File: src/rtl/mem_access_unit_pkg.sv
// Shared encodings for the load/store front end: access sizes and FSM states.
package mem_access_unit_pkg;

  localparam logic [1:0] SIZE_B = 2'b00;
  localparam logic [1:0] SIZE_H = 2'b01;
  localparam logic [1:0] SIZE_W = 2'b10;

  typedef enum logic [2:0] {
    ST_IDLE  = 3'd0,
    ST_RD    = 3'd1,
    ST_MERGE = 3'd2,
    ST_WR    = 3'd3,
    ST_DONE  = 3'd4
  } state_e;

endpackage

File: src/rtl/mem_access_unit_if.sv
// Core request/response handshake plus the RAM read/write ports, bundled together.
interface mem_access_unit_if #(
  parameter int ADDR_W = 32
);
  logic              req;
  logic              store;
  logic [1:0]        size;
  logic              uns;
  logic [ADDR_W-1:0] addr;
  logic [31:0]       wdata;
  logic [31:0]       rdata;
  logic              ack;
  logic              busy;
  logic [ADDR_W-1:0] ram_addr_r;
  logic [ADDR_W-1:0] ram_addr_w;
  logic [31:0]       ram_wdata;
  logic              ram_we;
  logic [31:0]       ram_rdata;

  modport slave (
    input  req, store, size, uns, addr, wdata, ram_rdata,
    output rdata, ack, busy, ram_addr_r, ram_addr_w, ram_wdata, ram_we
  );

  modport master (
    output req, store, size, uns, addr, wdata, ram_rdata,
    input  rdata, ack, busy, ram_addr_r, ram_addr_w, ram_wdata, ram_we
  );
endinterface

File: src/rtl/mem_access_unit_ld_extend.sv
// Sign/zero extension of the low byte or halfword of a 32-bit word; size 11 acts as word.
module mem_access_unit_ld_extend
  import mem_access_unit_pkg::*;
(
  input  logic [31:0] word_i,
  input  logic [1:0]  size_i,
  input  logic        uns_i,
  output logic [31:0] ext_o
);

  // Select the extension for the requested access size.
  always_comb begin
    ext_o = word_i;
    case (size_i)
      SIZE_B:  ext_o = {{24{~uns_i & word_i[7]}}, word_i[7:0]};
      SIZE_H:  ext_o = {{16{~uns_i & word_i[15]}}, word_i[15:0]};
      SIZE_W:  ext_o = word_i;
      default: ext_o = word_i;
    endcase
  end

endmodule

File: src/rtl/mem_access_unit.sv
// Load/store front end for a 32-bit-write RAM; sub-word stores go through read-modify-write.
module mem_access_unit
  import mem_access_unit_pkg::*;
#(
  parameter int ADDR_W   = 32,
  parameter int RAM_BITS = 12
) (
  input  logic             m_clock,
  input  logic             p_reset,
  mem_access_unit_if.slave bus
);

  if (RAM_BITS < 1 || RAM_BITS > ADDR_W) begin : g_ram_bits_check
    $error("mem_access_unit: RAM_BITS must lie in 1..ADDR_W");
  end

  state_e            state_q, state_d;
  logic [1:0]        size_q, size_d;
  logic              uns_q, uns_d;
  logic [ADDR_W-1:0] addr_q, addr_d;
  logic [31:0]       wdata_q, wdata_d;
  logic [31:0]       rdata_q, rdata_d;
  logic              ack_q, ack_d;
  logic              busy_q, busy_d;
  logic [ADDR_W-1:0] ram_addr_r_q, ram_addr_r_d;
  logic [ADDR_W-1:0] ram_addr_w_q, ram_addr_w_d;
  logic [31:0]       ram_wdata_q, ram_wdata_d;
  logic              ram_we_q, ram_we_d;
  logic [31:0]       ext_s;
  logic [31:0]       merge_s;

  mem_access_unit_ld_extend u_ld_extend (
    .word_i (bus.ram_rdata),
    .size_i (size_q),
    .uns_i  (uns_q),
    .ext_o  (ext_s)
  );

  // Byte-lane merge: new low lanes from the store data, upper lanes kept from the RAM word.
  always_comb begin
    merge_s = wdata_q;
    case (size_q)
      SIZE_B:  merge_s = {bus.ram_rdata[31:8], wdata_q[7:0]};
      SIZE_H:  merge_s = {bus.ram_rdata[31:16], wdata_q[15:0]};
      default: merge_s = wdata_q;
    endcase
  end

  // Next-state and next-output logic; outputs are computed one cycle ahead so they leave registered.
  always_comb begin
    state_d      = state_q;
    size_d       = size_q;
    uns_d        = uns_q;
    addr_d       = addr_q;
    wdata_d      = wdata_q;
    rdata_d      = rdata_q;
    ack_d        = 1'b0;
    busy_d       = 1'b0;
    ram_addr_r_d = ram_addr_r_q;
    ram_addr_w_d = ram_addr_w_q;
    ram_wdata_d  = ram_wdata_q;
    ram_we_d     = 1'b0;
    case (state_q)
      ST_IDLE: begin
        if (bus.req) begin
          size_d  = bus.size;
          uns_d   = bus.uns;
          addr_d  = bus.addr;
          wdata_d = bus.wdata;
          if (!bus.store) begin
            state_d      = ST_RD;
            ram_addr_r_d = bus.addr;
          end else if (bus.size == SIZE_B || bus.size == SIZE_H) begin
            state_d      = ST_MERGE;
            ram_addr_r_d = bus.addr;
          end else begin
            state_d      = ST_WR;
            ram_addr_w_d = bus.addr;
            ram_wdata_d  = bus.wdata;
            ram_we_d     = 1'b1;
          end
        end else begin
          state_d = ST_IDLE;
        end
      end
      ST_RD: begin
        rdata_d = ext_s;
        ack_d   = 1'b1;
        state_d = ST_DONE;
      end
      ST_MERGE: begin
        ram_addr_w_d = addr_q;
        ram_wdata_d  = merge_s;
        ram_we_d     = 1'b1;
        state_d      = ST_WR;
      end
      ST_WR: begin
        ack_d   = 1'b1;
        state_d = ST_DONE;
      end
      ST_DONE: begin
        state_d = ST_IDLE;
      end
      default: begin
        state_d = ST_IDLE;
      end
    endcase
    busy_d = (state_d != ST_IDLE);
  end

  // State and output registers with synchronous reset; reset discards any latched request.
  always_ff @(posedge m_clock) begin
    if (p_reset) begin
      state_q      <= ST_IDLE;
      size_q       <= 2'b00;
      uns_q        <= 1'b0;
      addr_q       <= '0;
      wdata_q      <= 32'h0000_0000;
      rdata_q      <= 32'h0000_0000;
      ack_q        <= 1'b0;
      busy_q       <= 1'b0;
      ram_addr_r_q <= '0;
      ram_addr_w_q <= '0;
      ram_wdata_q  <= 32'h0000_0000;
      ram_we_q     <= 1'b0;
    end else begin
      state_q      <= state_d;
      size_q       <= size_d;
      uns_q        <= uns_d;
      addr_q       <= addr_d;
      wdata_q      <= wdata_d;
      rdata_q      <= rdata_d;
      ack_q        <= ack_d;
      busy_q       <= busy_d;
      ram_addr_r_q <= ram_addr_r_d;
      ram_addr_w_q <= ram_addr_w_d;
      ram_wdata_q  <= ram_wdata_d;
      ram_we_q     <= ram_we_d;
    end
  end

  assign bus.rdata      = rdata_q;
  assign bus.ack        = ack_q;
  assign bus.busy       = busy_q;
  assign bus.ram_addr_r = ram_addr_r_q;
  assign bus.ram_addr_w = ram_addr_w_q;
  assign bus.ram_wdata  = ram_wdata_q;
  // Gate the enable with reset so a reset arriving during WR cannot commit a partial store.
  assign bus.ram_we     = ram_we_q & ~p_reset;

endmodule
File: src/flat_wrapper.sv
// flat-port wrapper written by rule: the top's interface ports become plain ports
module mem_access_unit_flat import mem_access_unit_pkg::*;
#(
  parameter int ADDR_W   = 32,
  parameter int RAM_BITS = 12
)
  (m_clock, p_reset, bus_req, bus_store, bus_size, bus_uns, bus_addr, bus_wdata, bus_ram_rdata, bus_rdata, bus_ack, bus_busy, bus_ram_addr_r, bus_ram_addr_w, bus_ram_wdata, bus_ram_we);
  mem_access_unit_if #(.ADDR_W(ADDR_W)) bus_i ();
  input  logic m_clock;
  input  logic p_reset;
  input wire logic [$bits(bus_i.req)-1:0] bus_req;
  input wire logic [$bits(bus_i.store)-1:0] bus_store;
  input wire logic [$bits(bus_i.size)-1:0] bus_size;
  input wire logic [$bits(bus_i.uns)-1:0] bus_uns;
  input wire logic [$bits(bus_i.addr)-1:0] bus_addr;
  input wire logic [$bits(bus_i.wdata)-1:0] bus_wdata;
  input wire logic [$bits(bus_i.ram_rdata)-1:0] bus_ram_rdata;
  output wire logic [$bits(bus_i.rdata)-1:0] bus_rdata;
  output wire logic [$bits(bus_i.ack)-1:0] bus_ack;
  output wire logic [$bits(bus_i.busy)-1:0] bus_busy;
  output wire logic [$bits(bus_i.ram_addr_r)-1:0] bus_ram_addr_r;
  output wire logic [$bits(bus_i.ram_addr_w)-1:0] bus_ram_addr_w;
  output wire logic [$bits(bus_i.ram_wdata)-1:0] bus_ram_wdata;
  output wire logic [$bits(bus_i.ram_we)-1:0] bus_ram_we;
  assign bus_i.req = bus_req;
  assign bus_i.store = bus_store;
  assign bus_i.size = bus_size;
  assign bus_i.uns = bus_uns;
  assign bus_i.addr = bus_addr;
  assign bus_i.wdata = bus_wdata;
  assign bus_i.ram_rdata = bus_ram_rdata;
  assign bus_rdata = bus_i.rdata;
  assign bus_ack = bus_i.ack;
  assign bus_busy = bus_i.busy;
  assign bus_ram_addr_r = bus_i.ram_addr_r;
  assign bus_ram_addr_w = bus_i.ram_addr_w;
  assign bus_ram_wdata = bus_i.ram_wdata;
  assign bus_ram_we = bus_i.ram_we;
  mem_access_unit #(.ADDR_W(ADDR_W), .RAM_BITS(RAM_BITS)) u_core (.m_clock(m_clock), .p_reset(p_reset), .bus(bus_i));
endmodule
File: config.mk
export PLATFORM = sky130hd
export DESIGN_NAME = mem_access_unit_flat
export DESIGN_NICKNAME = d
export VERILOG_FILES = /design/src/rtl/mem_access_unit_pkg.sv /design/src/rtl/mem_access_unit_if.sv /design/src/rtl/mem_access_unit_ld_extend.sv /design/src/rtl/mem_access_unit.sv /design/src/flat_wrapper.sv
export SDC_FILE = /design/constraint.sdc
export NUM_CORES = 1
export LEC_CHECK = 0
export CORE_UTILIZATION = 43
export DETAILED_ROUTE_END_ITERATION = 8
export PLACE_DENSITY = 0.83
export SYNTH_ARGS = -nofsm -noshare
export SYNTH_HDL_FRONTEND = slang
export SYNTH_SLANG_ARGS = --single-unit
File: constraint.sdc
create_clock -name m_clock -period 1.5 [get_ports m_clock]
set_input_delay 0.45 -clock m_clock [delete_from_list [all_inputs] [get_ports m_clock]]
set_output_delay 0.45 -clock m_clock [all_outputs]
set_load 0.01 [all_outputs]
==> impl_results.md <==
* Die H at 138 um
* FF-to-FF End: u_core.bus.ram_wdata[28]
* Max-cap violations at 0
* Post-synthesis register bit count at 201
* Slew @ Worst Pin at 0.633 ns
* Clock sinks at 201
* Most frequent cells in the layout: nand2_1, dfxtp_1, buf_2
* Failing checks: negative setup slack
* ANT nets after route at 0
* DR iter-0 viols at 513
* Unrepaired setup endpoints after global routing: yes
* Layout cell share with drive strength beyond 1 at 33.4%
* Avg Inst Size Synth at 8.51 sq um
* Kind of critical path: flip-flop to flip-flop
* Hold Crit Depth at 2
* Yosys warnings at 0
* Area grow syn2layout at 48.2%
* Period utilization at 107%
* Slowest CP cell: dfxtp_2
* Post-layout min period at 1.61 ns
* Area share of xor/xnor cells in the synthesized design at 0%
* Met2 WL at 13100 um
* # IOs at 234
* EDFF count, synth at 0
* Highest Clock Rate at 623 MHz
* Hpwl dp at 15600 um
* Pwr/cell area at 1170 nW/um^2
* Post-synthesis mux area share at 2.41%
* Synth unique cells at 36
* Hold path startpoint: u_core.wdata_q[9]
* R2r worst-path depth at 7
* Grt ovf at 0
* Setup_tns at -4.29 ns
* Port bufs at 233
* DRT Pass-1 Iters at 5
* Crit path DAT at 2.02 ns
* Crit path max-delay family: buffers and inverters
* CTS HTree Levels at 1
* Vias in the first global route at 7418
* Reg-to-Reg Start: u_core.state_q[1]
* Die width at 138 um
* Cell row count at 49
* Post-DP Area at 10900 sq um
* Average wire per standard cell at 19.0 um
* CTS tree: done
* First-pass GRT wire length at 38000 um
* Mapped Area at 7950 sq um
* Synth Area in Compound Gates at 24.3%
* Worst hold path type: flip-flop to flip-flop
* Fin worst setup slack at -0.105 ns
* # hold bufs at CTS at 0
* DR top layer: met4
* Die area at 19000 sq um
* Vias at 8181
* Seq/Total Area, Yosys at 50.6%
* Drt total wl at 27100 um
* M1 WL at 10500 um
* Design area at 11800 sq um
* CTS Root Cell: clkbuf_16
* Worst Setup SP: u_core.state_q[1]
* Largest family of logic cells by synthesized area: compound AO/OA/AOI/OAI gates
* Setup slack, reg-to-reg at -0.11 ns
* Critical Path RT at 1.91 ns
* Critical Path Max Stage Delay at 0.34 ns
* Synth Area in Adders at 0%
* Buffers and inverters on the worst path at 4
* Longest Clk Path Bufs at 3
* Clock Skews at 0.00620 ns
* # fillers at 1479
* Nets at 1287
* Endpoints failing setup at 119
* All-Layer GR Usage at 25.1%
* TritonCTS Buffers at 21
* Crit-path cells: buf_4 -> nor4b_4 -> buf_6 -> buf_12 -> buf_12 -> a32oi_1 -> a21oi_1
* Final Hold Viols at 0
* Initial antenna violation count at 2
* Clock transition at the registers of the reported paths at 0.06 ns
* Predominant post-synthesis flop cell: dfxtp_1
* IR Drop Worst-Case VDD at 0.822 mV
* Mapped Cells at 934
* Drc violations at 0
* Relative max-transition margin at 57.8%
* Simple-gate portion of the synthesized area at 17.7%
* Most common cell after layout, fill and taps aside: nand2_1
* Clock latency reported for the late side of the worst-skew pair at 0.49 ns
* Worst path most repeated cell: buf_12
* Via density at 5.73
* Placer Congestion at 0.796
* Share of flip-flops with an asynchronous set or reset at 0%
* LEAKAGE at 4.77 nW
* Met3 WL post-DR at 2620 um
* Starting density of the core at 44.1%
* Area of the core at 18000 sq um
* CP Max Fanout at 7
* Post-Syn Nets at 1037
* Critical Path Start Type: flip-flop
* Crit end category: flip-flop
* Worst hold endpoint: u_core.wdata_q[9]
* Largest net degree at the start of global routing at 63
* Max Slew Vio Count at 0
* Run status: finished with violations
logic make-up (layout without fill, tap and decap cells):
logic type	after synthesis	count (layout)
AOI/OAI and AO/OA	321	321
and+or+nand+nor	301	301
DFF	201	201
buffers and inverters	94	355
muxes	17	17
other	0	3
cell type report:
class / instances / area [sq um] / area share, %
diodes: 3 / 7.51 / 0.0637
clock buffers: 31 / 613 / 5.20
clock inverters: 3 / 15.0 / 0.127
inverters: 3 / 11.3 / 0.0956
multi-input cells: 639 / 3920 / 33.3
flip-flops and latches: 201 / 4080 / 34.6
well taps: 229 / 287 / 2.43
repair buffers: 318 / 2850 / 24.2
metal layers:
metal / vias to the layer above / track usage, %
li1: 3809 / -
met1: 3895 / 30.2
met2: 408 / 43.3
met3: 69 / 6.80
met4: 0 / 8.27
met5: - / 0
repair_timing:
item / CTS / global route
gates resized for setup: 578 / 86
buffers inserted: 9 / 3
pin swaps: 16 / 48
cloned: 2 / 14
setup endpoints to repair: 324 / 203
state kept, by name, indices dropped and copies added (netlist names):
name / flops
u_core.wdata_q: 32
u_core.uns_q: 1
u_core.bus.ram_wdata: 32
u_core.bus.ram_addr_w: 32
u_core.bus.ram_addr_r: 32
u_core.bus.busy: 1
u_core.bus.ack: 1
u_core.addr_q: 32
u_core.bus.rdata: 32
u_core.ram_we_q: 1
u_core.size_q: 2
u_core.state_q: 3
power breakdown:
part | switching [mW] | internal [mW]
sequential | 0.233 | 5.80
combinational | 1.53 | 1.39
clock | 2.07 | 2.80
total | 3.82 | 9.99
synthesized netlist by cell type (3+ instances only):
master,number,area share (%)
a211oi_1,24,2.3
a21oi_1,133,8.4
a221o_1,8,1.0
a22oi_1,40,3.8
a32oi_1,16,1.8
buf_2,21,1.3
clkbuf_1,65,3.1
dfxtp_1,201,51
inv_1,3,0.14
mux2_2,17,2.4
nand2_1,175,8.3
nand2b_1,41,3.2
nand3_1,32,2.0
nor2_1,26,1.2
nor3_1,4,0.25
nor3b_1,3,0.28
o21ai_0,56,3.5
o22ai_1,40,3.1
or3b_2,8,0.88
worst register-to-register path, cell delays in order (launching register included):
cell and delay [ns]:
dfxtp_2 0.34, buf_4 0.16, nor4b_4 0.29, buf_6 0.17, buf_12 0.16, buf_12 0.13
a32oi_1 0.12, a21oi_1 0.16
worst max-delay path by stage:
stage	slack (ns)	to	depth (start not counted)
detailed placement	-0.74	u_core.bus.ram_addr_r[4]	5
CTS	-0.09	u_core.bus.ram_wdata[16]	6
global placement	-0.67	u_core.bus.ram_addr_r[2]	5
global route	-0.15	u_core.bus.ram_addr_r[5]	7
floorplan	-0.06	u_core.wdata_q[29]	7
finish	-0.11	u_core.bus.ram_wdata[28]	7
per-stage QoR:
stage               instances  power [mW]  hold WS (ns)  util, %  setup slack [ns]
detailed placement       1362        8.84         0.444     60.4            -0.741
CTS                      1407        13.6         0.452     62.6           -0.0914
global placement         1362        8.77         0.439     60.4            -0.674
global route             1424        14.4         0.467     65.3            -0.152
floorplan                 934        7.39         0.433        -           -0.0590
finish                   1427        13.8         0.451     65.4            -0.105
No activity file was read; power rests on OpenSTA's default activity.
